==> config.mk <==
export PLATFORM = sky130hd
export DESIGN_NAME = axis_weights_upsizer
export DESIGN_NICKNAME = d
export VERILOG_FILES = /design/src/rtl/axis_pkg.sv /design/src/rtl/axis_weights_upsizer.sv
export SDC_FILE = /design/constraint.sdc
export NUM_CORES = 1
export LEC_CHECK = 0
export ABC_CLOCK_PERIOD_IN_PS = 2100
export BUFFER_PORTS_ARGS = -buffer_cell sky130_fd_sc_hd__buf_2
export CORE_ASPECT_RATIO = 0.9
export CORE_UTILIZATION = 44
export DETAILED_ROUTE_END_ITERATION = 12
export PLACE_DENSITY = 0.74
export SLEW_MARGIN = 20
export SYNTH_ARGS = -nofsm -noshare
export SYNTH_HDL_FRONTEND = slang
export SYNTH_SLANG_ARGS = --single-unit
==> constraint.sdc <==
create_clock -name aclk -period 2.1 [get_ports aclk]
set_clock_uncertainty 0.1 [all_clocks]
set_input_delay 0.42 -clock aclk [delete_from_list [all_inputs] [get_ports aclk]]
set_output_delay 0.42 -clock aclk [all_outputs]
set_load 0.01 [all_outputs]
==> src/rtl/axis_pkg.sv <==
// rtl/axis_pkg.sv - shared types and helpers for the AXI-Stream weights upsizer
package axis_pkg;

  typedef enum logic {
    FILL = 1'b0,
    HOLD = 1'b1
  } upsizer_state_t;

  localparam int unsigned MAX_LANES = 32;

  // Bit i is set for every lane 0..cnt that belongs to the beat being flushed.
  function automatic logic [MAX_LANES-1:0] lane_keep_mask(input int unsigned cnt);
    logic [MAX_LANES-1:0] m;
    m = '0;
    for (int unsigned i = 0; i < MAX_LANES; i++) begin
      m[i] = (i <= cnt);
    end
    return m;
  endfunction

endpackage

==> src/rtl/axis_weights_upsizer.sv <==
// rtl/axis_weights_upsizer.sv - packs narrow weight beats into wide rotator beats
// Optional tkeep protocol checker: AXIS_UPSIZER_CHECK_EN
`ifndef S_WEIGHTS_WIDTH_HF
`define S_WEIGHTS_WIDTH_HF 128
`endif

module axis_weights_upsizer
  import axis_pkg::*;
#(
  parameter int S_WIDTH = 32,
  parameter int M_WIDTH = `S_WEIGHTS_WIDTH_HF,
  parameter int R       = M_WIDTH / S_WIDTH
) (
  input  logic                 aclk,
  input  logic                 aresetn,
  input  logic                 s_axis_tvalid,
  output logic                 s_axis_tready,
  input  logic [S_WIDTH-1:0]   s_axis_tdata,
  input  logic [S_WIDTH/8-1:0] s_axis_tkeep,
  input  logic                 s_axis_tlast,
  output logic                 m_axis_tvalid,
  input  logic                 m_axis_tready,
  output logic [M_WIDTH-1:0]   m_axis_tdata,
  output logic [M_WIDTH/8-1:0] m_axis_tkeep,
  output logic                 m_axis_tlast
`ifdef AXIS_UPSIZER_CHECK_EN
  ,
  output logic                 err_tkeep
`endif
);

  localparam int KB = S_WIDTH / 8;
  localparam int CW = $clog2(R);

  if ((S_WIDTH % 8) != 0 || R < 2 || R > int'(MAX_LANES) || (R & (R - 1)) != 0 ||
      R * S_WIDTH != M_WIDTH) begin : g_bad_cfg
    $error("axis_weights_upsizer: unsupported lane configuration");
  end

  upsizer_state_t              state_q, state_d;
  logic [CW-1:0]               cnt_q, cnt_d;
  logic [R-1:0][S_WIDTH-1:0]   asm_data_q, asm_data_d;
  logic [R-1:0][KB-1:0]        asm_keep_q, asm_keep_d;
  logic                        last_held_q, last_held_d;
  logic                        rdy_q;
  logic                        m_valid_q, m_valid_d;
  logic [M_WIDTH-1:0]          m_data_q, m_data_d;
  logic [M_WIDTH/8-1:0]        m_keep_q, m_keep_d;
  logic                        m_last_q, m_last_d;

  logic                        accept, completing, out_free, load, load_last;
  logic [R-1:0]                lane_mask;
  logic [R-1:0][S_WIDTH-1:0]   fill_data;
  logic [R-1:0][KB-1:0]        fill_keep;

  // rdy_q keeps the input closed until the first edge after reset release.
  assign s_axis_tready = rdy_q & (state_q == FILL);
  assign accept        = s_axis_tvalid & s_axis_tready;
  assign completing    = accept & ((cnt_q == CW'(R - 1)) | s_axis_tlast);
  assign out_free      = ~m_valid_q | m_axis_tready;

  always_comb begin
    asm_data_d = asm_data_q;
    asm_keep_d = asm_keep_q;
    if (accept) begin
      asm_data_d[cnt_q] = s_axis_tdata;
      asm_keep_d[cnt_q] = s_axis_tkeep;
    end
    // Lanes above cnt still hold the previous packet and must be zeroed.
    lane_mask = R'(lane_keep_mask(32'(cnt_q)));
    for (int i = 0; i < R; i++) begin
      fill_data[i] = lane_mask[i] ? asm_data_d[i] : '0;
      fill_keep[i] = lane_mask[i] ? asm_keep_d[i] : '0;
    end

    state_d     = state_q;
    cnt_d       = cnt_q;
    last_held_d = last_held_q;
    load        = 1'b0;
    load_last   = 1'b0;
    case (state_q)
      FILL: begin
        if (completing) begin
          if (out_free) begin
            load      = 1'b1;
            load_last = s_axis_tlast;
            cnt_d     = '0;
          end else begin
            last_held_d = s_axis_tlast;
            state_d     = HOLD;
          end
        end else if (accept) begin
          cnt_d = cnt_q + CW'(1);
        end
      end
      HOLD: begin
        if (out_free) begin
          load      = 1'b1;
          load_last = last_held_q;
          cnt_d     = '0;
          state_d   = FILL;
        end
      end
      default: state_d = FILL;
    endcase

    m_valid_d = m_valid_q;
    m_data_d  = m_data_q;
    m_keep_d  = m_keep_q;
    m_last_d  = m_last_q;
    if (load) begin
      m_valid_d = 1'b1;
      m_data_d  = fill_data;
      m_keep_d  = fill_keep;
      m_last_d  = load_last;
    end else if (m_valid_q && m_axis_tready) begin
      m_valid_d = 1'b0;
    end
  end

  always_ff @(posedge aclk or negedge aresetn) begin
    if (!aresetn) begin
      state_q     <= FILL;
      cnt_q       <= '0;
      asm_data_q  <= '0;
      asm_keep_q  <= '0;
      last_held_q <= 1'b0;
      rdy_q       <= 1'b0;
      m_valid_q   <= 1'b0;
      m_data_q    <= '0;
      m_keep_q    <= '0;
      m_last_q    <= 1'b0;
    end else begin
      state_q     <= state_d;
      cnt_q       <= cnt_d;
      asm_data_q  <= asm_data_d;
      asm_keep_q  <= asm_keep_d;
      last_held_q <= last_held_d;
      rdy_q       <= 1'b1;
      m_valid_q   <= m_valid_d;
      m_data_q    <= m_data_d;
      m_keep_q    <= m_keep_d;
      m_last_q    <= m_last_d;
    end
  end

  assign m_axis_tvalid = m_valid_q;
  assign m_axis_tdata  = m_data_q;
  assign m_axis_tkeep  = m_keep_q;
  assign m_axis_tlast  = m_last_q;

`ifdef AXIS_UPSIZER_CHECK_EN
  logic err_q;
  logic keep_contig;
  logic keep_bad;

  assign keep_contig = ((s_axis_tkeep & (s_axis_tkeep + KB'(1))) == '0);
  assign keep_bad    = (~s_axis_tlast & ~(&s_axis_tkeep)) | ~keep_contig;

  always_ff @(posedge aclk or negedge aresetn) begin
    if (!aresetn) begin
      err_q <= 1'b0;
    end else if (accept && keep_bad) begin
      err_q <= 1'b1;
    end
  end

  assign err_tkeep = err_q;
`endif

endmodule

==> key figures, run 1 <==
Status
  • Result of the run: finished, final reports clean

Timing
  • Final hold vios: 0
  • Unrepaired setup endpoints after global routing: no
  • Final setup fails: 0
  • Crit share post-route: 96.17%
  • Number of max-slew violations in the final report: 0
  • Final-layout setup total negative slack: 0 ps
  • Post-layout min period: 2020 ps
  • Achievable clock frequency: roughly 500 MHz

Placement
  • Post-detail-place hpwl: 17,050 µm
  • Placer congestion estimate: 0.7876
  • Port-buffer cells: 187

Drt
  • Post-route ant nets: 0
  • WL per Instance: 18.98 µm
  • Via total after detailed routing: 7,004
  • Routed vias/inst: 5.177
  • Drt drc: 0
  • Starting DRT DRC Count: 396
  • Overall routed net length: 25,690 µm
  • TritonRoute pass-1 iters: 4

Floorplanning
  • Floorplan die area: around 0.027 mm²
  • Die Height: 155.8 µm
  • Starting Density: 45.43%
  • Area of the core: 0.02546 mm²
  • Die Wd: 172.9 µm
  • Number of rows created at floorplan: 55
  • I/O pins: 188

Yosys
  • Unique cell type count in the Yosys netlist: 36
  • Seq/Total Area, Yosys: 63.81%
  • Mean cell area of the mapped netlist: 14.95 µm²
  • Async set-reset flop share out of synthesis: 100.0%
  • Cell type with the largest total area after synthesis: dfrtp_1
  • Dominant cell by count in the synthesized netlist: dfrtp_1
  • Top cells by area, synth: dfrtp_1 64%, mux2_2 10%, mux2i_1 9.3%
  • Flip-flop and latch count after synthesis: just under 300
  • Synthesized instance count: 774
  • Number of synthesis warnings: 0
  • Post-synthesis instance area: 0.01157 mm²
  • Area share of the largest cell type after synthesis: 63.81%
  • Post-synth top flop: dfrtp_1
  • Number of flops mapped to enable cells by yosys: 0
  • Net Count, Synth: 819
  • Commonest cells in the netlist: 295 x dfrtp_1, 108 x mux2i_1, 108 x o2bb2ai_1

Critical path
  • Critical path endpoint category: output pin
  • Number of cells on the worst reg-to-reg path: 5
  • Sort of element at the start of the critical path: flop
  • Signal arrival time at the worst endpoint: around 1500 ps
  • Critical Setup Path Class: reg -> out
  • Critical path required time: 1580 ps
  • Master of the slowest instance on the critical path: dfrtp_2
  • Worst path max stage delay: 450 ps
  • Cell breakdown of the critical path: buf_4 -> nor2b_1 -> buf_2
  • Critical path peak fanout: 11

Job
  • Number of max-cap violations: 0

CTS
  • Clock tree from TritonCTS: yes
  • Clk Latency, worst-skew pair: 540 ps
  • Number of buffers between clock root and the deepest sink: 3
  • CTS sink count: 295
  • Post-CTS setup-driven buffer insertion count: 0
  • Number of H-tree branching levels: 1
  • TritonCTS buffer count: 29
  • Reg clk slew, reported paths: 60 ps
  • Buffer type at the clock tree root: clkbuf_16

Global routing
  • Gr usage total: 19.51%
  • Global-route wire length before repair: 41,560 µm
  • Antenna violations before repair: 0
  • Pin count of the biggest net entering global routing: 59
  • Final global-route overflow total: 0
  • Vias in the first global route: 7,230

Final layout
  • Net count of the finished layout: ~1,000
  • Share of layout cells above drive strength 1: 39.27%
  • Area Overhead vs Synth: 23.07%
  • Antenna diode count: 0

Worst hold path
  • Class of the most critical hold timing path: in -> reg
  • Worst hold path depth: 2

Pwr
  • Design Power: 19.81 mW
  • Power density over the cells: about 1400 mW/mm²
  • Leakage Power: 7.551 nW
  • Peak supply drop: 733.4 µV
[where the power goes]
| group | total (mW) | internal (mW) | switching, mW |
|---|---|---|---|
| clock | 5.68 | 3.52 | 2.17 |
| combinational | 5.08 | 2.56 | 2.52 |
| sequential | 9.05 | 7.99 | 1.06 |
[stage by stage]
step	instance area [µm²]	setup WS, ps	util [%]	std cells	hold slack [ps]
after global placement	13160	127.7	51.67	1298	238.9
after global routing	14240	7.944	55.92	1353	67.38
after detailed placement	13160	80.25	51.67	1298	239.1
after CTS	14230	11.05	55.90	1353	57.33
final	14240	80.44	55.92	1353	76.99
after floorplan	11570	42.11	-	774	24.41
[cell usage in the layout, fill, tap and decap left out, types with 3 or more instances in the layout]
cell and instances:
clkbuf_16 29, buf_12 17, inv_1 75, mux2i_1 108, mux2_2 104, clkbuf_1 3, buf_2 186, o2bb2ai_1 108
clkbuf_8 7, mux2_4 5, bufinv_16 6, buf_4 23, ha_1 4, dfrtp_1 294, nor2_1 3, clkinv_2 6
[cell families (layout without fill, tap and decap cells)]
group	count (synthesis)	after routing	synth area share, %
flops	295	295	63.81
mux	217	217	20.12
buf+inv	121	358	5.354
compound gates	118	118	9.172
simple gates	18	18	1.082
fa+ha+maj	4	4	0.4326
other cells	1	1	0.03242
[layout make-up]
class,count,area (µm²)
clock buffers,39,833.3
clock inverters,15,234.0
fillers,2087,11220
inverters,75,281.5
multi-input cells,358,3597
flip-flops and latches,295,7383
well taps,342,427.9
repair buffers,229,1480
[final timing paths]
path / startpoint / end / slack (ps)
hold / removal: s_axis_tdata[29] / asm_data_q[125]$_DFF_PN0_ / 80
hold reg to reg: asm_data_q[34]$_DFF_PN0_ / asm_data_q[34]$_DFF_PN0_ / 380
min in group asynchronous: aresetn / asm_keep_q[1]$_DFF_PN0_ / 280
setup / recovery: state_q$_DFF_PN0_ / s_axis_tready / 80
max in group asynchronous: aresetn / m_axis_tdata[21]$_DFFE_PN0P_ / 980
setup reg to reg: cnt_q[1]$_DFFE_PN0P_ / m_axis_tdata[12]$_DFFE_PN0P_ / 80
[what timing repair did]
action,CTS,global route
resized for setup,0,2
setup endpoints to repair,0,4
endpoints found under the hold margin,31,0
hold buffers,1,0
[worst max-delay path, delay by kind of cell (launching register included)]
family | cells | cell delay (ps)
flops | 1 | 450
simple gates | 1 | 140
buf+inv | 2 | 360
[state kept, by name (all words and copies together), names as in the netlist]
| name | flops |
|---|---|
| rdy_q | 1 |
| cnt_q | 2 |
| m_axis_tlast | 1 |
| state_q | 1 |
| asm_keep_q | 16 |
| last_held_q | 1 |
| asm_data_q | 128 |
| m_axis_tdata | 128 |
| m_axis_tvalid | 1 |
| m_axis_tkeep | 16 |
[metal layers]
layer  global-route usage, %  share of wire, %  vias to the layer above
met5                       0                 0                        -
li1                        -                 -                     3175
met3                   4.240               5.3                       33
met2                   31.26                46                      171
met4                   4.256               1.6                        0
met1                   27.41                47                     3625
(Power assumes the default switching activity.)
==> inputs of run 2 (changes only) <==
--- a/config.mk
+++ b/config.mk
@@ -6,12 +6,11 @@
 export NUM_CORES = 1
 export LEC_CHECK = 0
 export ABC_CLOCK_PERIOD_IN_PS = 2100
-export BUFFER_PORTS_ARGS = -buffer_cell sky130_fd_sc_hd__buf_2
-export CORE_ASPECT_RATIO = 0.9
+export CORE_ASPECT_RATIO = 0.8
 export CORE_UTILIZATION = 44
 export DETAILED_ROUTE_END_ITERATION = 12
-export PLACE_DENSITY = 0.74
-export SLEW_MARGIN = 20
+export DONT_BUFFER_PORTS = 1
+export PLACE_DENSITY = 0.68
 export SYNTH_ARGS = -nofsm -noshare
 export SYNTH_HDL_FRONTEND = slang
 export SYNTH_SLANG_ARGS = --single-unit
==> run 2 against run 1 <==
The run now ends with negative hold slack left. Combinational power is 31% lower. Hold slack worse by 590 ps. Sequential share of layout area is 2.3 points higher. Global-route usage hardly changed. Register-to-register slack better by 20 ps. Routed wire length is 1.9% higher. Count of clock-buffer cells in the layout is 2 lower. Clock power is 6.5% lower. Power is 6.5% lower. Die area hardly changed. Final cell count is 10% lower. Highest routed layer unchanged.
==> key figures, run 2 (synthesis results as in run 1) <==
Global routing
  • Final global-route overflow total: 0 (unchanged)
  • GR Util met3: 7.164% (+2.9 points)
  • Gr usage total: 19.51% (about the same)
  • Pin count of the biggest net entering global routing: 296 (+400%)
  • Vias in the first global route: 6,943 (-4.0%)
  • Global routing's busiest layer: met2
  • Grt met1 use: 26.82% (-0.59 points)
  • Global-route wire length before repair: 41,130 µm (-1.0%)
  • Antenna violations before repair: 1 (+1)
  • Global routing met2 resource utilization: 30.02% (-1.2 points)

Final layout
  • Area Overhead vs Synth: 17.92%
  • Net count of the finished layout: 885 (-14%)
  • Most common cell after layout, fill and taps aside: dfrtp_1
  • Non-filler cells in the finished layout: 1,213 (-10%)
  • Commonest cells after routing, fill and taps aside: 295 x dfrtp_1, 108 x mux2i_1, 108 x o2bb2ai_1, 104 x mux2_2, 75 x inv_1
  • Layout fillers: 2,133 (+2.2%)
  • Share of the core filled with cells in the final layout: 53.35% (-2.6 points)
  • Share of layout cells above drive strength 1: 24.74% (-15 points)

Drt
  • Post-route ant nets: 0 (unchanged)
  • TritonRoute pass-1 iters: 4 (unchanged)
  • WL per Instance: 21.59 µm (+14%)
  • Overall routed net length: 26,190 µm (+1.9%)
  • Routed vias/inst: 5.341 (+3.2%)
  • Starting DRT DRC Count: 416 (+5.1%)
  • Via total after detailed routing: 6,479 (-7.5%)
  • Drt drc: 0 (unchanged)

Placement
  • Post-detail-place hpwl: 15,830 µm (-7.1%)
  • Port-buffer cells: 0 (-100%)
  • Placer congestion estimate: 0.7943 (+0.85%)
  • Instance count after placement with tap cells included: 1,116 (-14%)

Status
  • Violated checks: negative hold slack
  • Result of the run: finished with violations

CTS
  • Buffer type at the clock tree root: clkbuf_16
  • Number of H-tree branching levels: 1 (unchanged)
  • Number of buffers between clock root and the deepest sink: 3 (unchanged)
  • Number of buffers inserted by hold repair at cts: 37 (+36)
  • Reg clk slew, reported paths: 60 ps (about the same)
  • TritonCTS buffer count: 29 (unchanged)
  • CTS sink count: 295 (unchanged)
  • Clk Latency, worst-skew pair: 540 ps (about the same)
  • Clock tree from TritonCTS: yes

Critical path
  • Critical path endpoint category: flop
  • Worst path max stage delay: 420 ps (-30 ps)
  • Signal arrival time at the worst endpoint: 2330 ps (+830 ps)
  • Critical Setup Path Class: reg -> reg
  • Critical path peak fanout: 22 (+11)
  • Cell breakdown of the critical path: ha_2 -> o211a_4 -> o21ai_4 -> buf_12 -> buf_16 -> mux2_2
  • FF-to-FF Start: cnt_q[0]$_DFFE_PN0P_
  • Flop2flop setup slack: 100 ps (+20 ps)
  • Launching element of the worst setup path: cnt_q[0]$_DFFE_PN0P_
  • Master of the slowest instance on the critical path: dfrtp_1
  • Sort of element at the start of the critical path: flop
  • Critical path required time: 2430 ps (+850 ps)

Timing
  • Crit share post-route: 95.39% (-0.78 points)
  • Final setup fails: 0 (unchanged)
  • Worst hold slack after final layout: -510.2 ps (-587.2 ps)
  • Max-Slew Margin vs Limit: 34.59%
  • Final-layout setup total negative slack: 0 ps (unchanged)
  • Achievable clock frequency: 499.2 MHz (+0.81%)
  • Final hold vios: 295 (+295)
  • Unrepaired setup endpoints after global routing: no
  • Measured slew at the worst slew-check pin: 981.2 ps
  • Post-layout min period: 2003 ps (-16.30 ps)
  • Number of max-slew violations in the final report: 0 (unchanged)

Floorplanning
  • I/O pins: 188 (unchanged)
  • Starting Density: 45.24% (-0.19 points)
  • Die Height: 147.0 µm (-5.6%)
  • Die Wd: 183.3 µm (+6.0%)
  • Number of rows created at floorplan: 52 (-5.5%)
  • Area of the core: 0.02557 mm² (+0.42%)
  • Floorplan die area: 0.02695 mm² (about the same)

Pwr
  • Power density over the cells: 1359 mW/mm² (-2.4%)
  • Peak supply drop: 720.5 µV (-1.8%)
  • Leakage Power: 6.809 nW (-9.8%)

Job
  • Number of max-cap violations: 0 (unchanged)

Worst hold path
  • Class of the most critical hold timing path: in -> async
-- run 2: where the power goes --
| part | internal, mW | leakage, nW | switching (mW) |
|---|---|---|---|
| clock network | 3.11 | 0.486 | 2.20 |
| registers | 7.99 | 3.75 | 1.74 |
| logic | 1.96 | 2.58 | 1.54 |
-- run 2: what timing repair did --
item | 4_1_cts | 5_1_grt
hold endpoints to repair | 532 | 295
buffers inserted | 0 | 4
resized for setup | 0 | 4
setup endpoints to repair | 0 | 51
-- run 2: path summary, 6_finish.rpt --
check                                                to  depth (start not counted)
min in group aclk               last_held_q$_DFFE_PN0P_                          3
hold / removal              m_axis_tkeep[0]$_DFFE_PN0P_                          0
setup / recovery           m_axis_tdata[20]$_DFFE_PN0P_                          6
max in group asynchronous  m_axis_tdata[40]$_DFFE_PN0P_                          0
hold reg to reg                asm_data_q[49]$_DFF_PN0_                          2
setup reg to reg           m_axis_tdata[20]$_DFFE_PN0P_                          6
-- run 2: area by class of cell --
| class | instances | area, µm² | area share, % |
|---|---|---|---|
| tap | 351 | 439.2 | 3.219 |
| multi-input combinational | 358 | 3602 | 26.41 |
| clock inverter | 15 | 166.4 | 1.220 |
| sequential | 295 | 7382 | 54.11 |
| inverter | 75 | 281.5 | 2.064 |
| antenna | 1 | 2.502 | 0.01834 |
| timing repair buffer | 81 | 952.2 | 6.980 |
| clock buffer | 37 | 815.8 | 5.980 |
-- run 2: metrics by stage --
stage | total power [mW] | cell area, µm² | setup slack, ps
2_1_floorplan | 12.10 | 11570 | 42.11
3_3_place_gp | 13.00 | 12150 | 109.7
3_5_place_dp | 13.21 | 12150 | 48.54
4_1_cts | 18.68 | 13510 | 33.82
5_1_grt | 19.59 | 13640 | 19.94
6_report | 18.53 | 13640 | 96.74
-- run 2: critical path: cells and delay by family (launching register included) --
family	cells	cell delay, ps
AO/OA/AOI/OAI	2	440
flip-flops	1	420
multiplexers	1	350
buffers and inverters	2	330
adder cells (fa/ha/maj)	1	220
-- run 2: layer usage --
metal  up-vias  share of wire, %
li1       2885                 -
met1      3390                45
met2       175                45
met3        29               9.1
met4         0               1.4
met5         -                 0
==> inputs of run 3 (changes only) <==
--- a/config.mk
+++ b/config.mk
@@ -10,7 +10,7 @@
 export CORE_UTILIZATION = 44
 export DETAILED_ROUTE_END_ITERATION = 12
 export DONT_BUFFER_PORTS = 1
-export PLACE_DENSITY = 0.68
+export PLACE_DENSITY_LB_ADDON = 0.3
 export SYNTH_ARGS = -nofsm -noshare
 export SYNTH_HDL_FRONTEND = slang
 export SYNTH_SLANG_ARGS = --single-unit
==> run 3 against run 2 <==
Setup slack worse by 16 ps. Global-route usage up 0.18 points. Via count up 0.25%. Critical endpoint is now m_axis_tkeep[6]$_DFFE_PN0P_. The run still ends with negative hold slack left. Utilization down 0.98 points.
==> key figures, run 3 (synthesis results as in run 1) <==
Job
  • Number of max-cap violations: 0 (unchanged)

Final layout
  • Antenna diode count: 0 (-1)
  • Area Overhead vs Synth: 15.75%
  • Share of layout cells above drive strength 1: 22.57% (-2.2 points)
  • Most common cell after layout, fill and taps aside: dfrtp_1
  • Net count of the finished layout: 868 (-1.9%)
  • Commonest cells after routing, fill and taps aside: 295 x dfrtp_1, 108 x mux2i_1, 108 x o2bb2ai_1, 104 x mux2_2, 75 x inv_1

Critical path
  • Critical path required time: 2450 ps (+20 ps)
  • Worst Path Buf+Inv: 2 (unchanged)
  • Cell breakdown of the critical path: ha_1 -> o211a_4 -> o21ai_4 -> buf_12 -> buf_4 -> o2bb2ai_1
  • WP depth: 6 (unchanged)
  • Master of the slowest instance on the critical path: dfrtp_1
  • Critical path endpoint category: flop
  • CP delay by family, top: compound AO/OA/AOI/OAI gates
  • Sort of element at the start of the critical path: flop
  • Number of cells on the worst reg-to-reg path: 6 (unchanged)
  • Worst path max stage delay: 420 ps (about the same)
  • Critical path peak fanout: 29 (+32%)
  • Critical Setup Path Class: reg -> reg
  • Signal arrival time at the worst endpoint: 2370 ps (+40 ps)

Pwr
  • Clock network fraction of design power: 27.8% (-0.8 points)
  • Power density over the cells: 1366 mW/mm² (+0.52%)
  • Switching pwr: 5.423 mW (-0.96%)
  • Logic pwr share: 18.9% (about the same)
  • Internal Pwr Total: 12.86 mW (-1.5%)
  • Leakage Power: 6.680 nW (-1.9%)
  • Peak supply drop: 717.4 µV (-0.44%)
  • Part of the power in registers: 53.3% (+0.8 points)
  • Design Power: 18.29 mW (-1.3%)
  • Switching part of the total power: 29.66% (+0.11 points)

Global routing
  • Vias in the first global route: 6,929 (-0.20%)
  • Final global-route overflow total: 0 (unchanged)
  • Global-route wire length before repair: 41,120 µm (about the same)
  • Pin count of the biggest net entering global routing: 296 (unchanged)
  • Gr usage total: 19.69% (+0.18 points)
  • Antenna violations before repair: 0 (-1)

Timing
  • Unrepaired setup endpoints after global routing: no
  • Crit share post-route: 96.14% (+0.75 points)
  • Post-layout min period: 2019 ps (+15.66 ps)
  • Final setup fails: 0 (unchanged)
  • Measured slew at the worst slew-check pin: 878.1 ps (-103.0 ps)
  • Final-layout setup total negative slack: 0 ps (unchanged)
  • Max-Slew Margin vs Limit: 41.46% (+6.9 points)
  • Worst hold slack after final layout: -512.7 ps (-2.454 ps)
  • Final hold vios: 295 (unchanged)
  • Number of max-slew violations in the final report: 0 (unchanged)
  • Achievable clock frequency: 495.3 MHz (-0.78%)

Floorplanning
  • Starting Density: 45.24% (unchanged)
  • Die Height: 147.0 µm (unchanged)
  • Die Wd: 183.3 µm (unchanged)
  • Floorplan die area: 0.02695 mm² (unchanged)
  • I/O pins: 188 (unchanged)
  • Area of the core: 0.02557 mm² (unchanged)
  • Number of rows created at floorplan: 52 (unchanged)

Placement
  • Port-buffer cells: 0 (unchanged)
  • Placer congestion estimate: 0.8169 (+2.8%)
  • Post-detail-place hpwl: 16,200 µm (+2.4%)

Drt
  • Starting DRT DRC Count: 482 (+16%)
  • TritonRoute pass-1 iters: 5 (+1)
  • Via total after detailed routing: 6,495 (+0.25%)
  • Overall routed net length: 26,140 µm (-0.16%)
  • Routed vias/inst: 5.444 (+1.9%)
  • WL per Instance: 21.91 µm (+1.5%)
  • Drt drc: 0 (unchanged)
  • Post-route ant nets: 0 (unchanged)

CTS
  • Clk Latency, worst-skew pair: 530 ps (about the same)
  • Number of H-tree branching levels: 1 (unchanged)
  • Buffer type at the clock tree root: clkbuf_16
  • TritonCTS buffer count: 28 (-3.4%)
  • Reg clk slew, reported paths: 70 ps (about the same)
  • CTS sink count: 295 (unchanged)
  • Number of buffers inserted by hold repair at cts: 37 (unchanged)
  • Number of buffers between clock root and the deepest sink: 3 (unchanged)
  • Clock tree from TritonCTS: yes

Status
  • Violated checks: negative hold slack
  • Result of the run: finished with violations

Worst hold path
  • Class of the most critical hold timing path: in -> async
## run 3: cell types whose count changed in the layout (fill, tap and decap cells not counted), moves of 2 or more
cell / change
ha_2: -2
clkbuf_16: -3
buf_4: -12
ha_1: +2
clkinvlp_4: -2
clkbuf_1: +2
## run 3: path summary, 6_finish.rpt
check                      slack, ps                            end                      from
setup / recovery                  80    m_axis_tkeep[6]$_DFFE_PN0P_      cnt_q[0]$_DFFE_PN0P_
hold / removal                  -510    m_axis_tkeep[1]$_DFFE_PN0P_                   aresetn
setup reg to reg                  80    m_axis_tkeep[6]$_DFFE_PN0P_      cnt_q[0]$_DFFE_PN0P_
hold reg to reg                  380       asm_data_q[84]$_DFF_PN0_  asm_data_q[84]$_DFF_PN0_
max in group asynchronous       1690       asm_data_q[61]$_DFF_PN0_                   aresetn
min in group aclk                 30  m_axis_tdata[101]$_DFFE_PN0P_           s_axis_tdata[5]
## run 3: power groups by stage
stage	Sequential, mW	Combinational, mW	Clock (mW)
global route	10.0	3.86	5.44
finish	9.76	3.45	5.08
detailed placement	9.85	3.39	0
global placement	9.77	3.16	0
floorplan	9.32	2.78	0
CTS	9.79	3.51	5.21
## run 3: through the flow
stage	setup WS, ps	utilization (%)	cell area (µm²)	hold slack, ps	std cells
4_1_cts	72.52	52.35	13390	-541.4	1193
3_3_place_gp	126.0	47.26	12090	38.33	1107
2_1_floorplan	42.11	-	11570	24.41	774
3_5_place_dp	95.05	47.26	12090	35.36	1107
5_1_grt	1.857	52.37	13390	-550.2	1193
6_report	81.08	52.37	13390	-512.7	1193
## run 3: timing repair
action | in CTS | in global routing
endpoints found under the hold margin | 507 | 295
endpoints found under the setup margin | 0 | 2
gates resized for setup | 0 | 1
buffers inserted | 0 | 0
## run 3: layer usage
metal  vias to the layer above  wire, µm  share of wire, %  global-route usage [%]
met2                       217     11590                44                   30.15
met3                        45      2681                10                   8.106
met4                         0       538               2.1                   4.417
met5                         -         0                 0                       0
li1                       2856         -                 -                       -
met1                      3377     11330                43                   26.20
## run 3: layout make-up
class                   instances  area (µm²)
multi-input cells             358        3597
repair buffers                 65       759.5
fillers                      2106       12180
clock inverters                10       107.6
well taps                     351       439.2
flip-flops and latches        295        7382
clock buffers                  39       823.3
inverters                      75       281.5
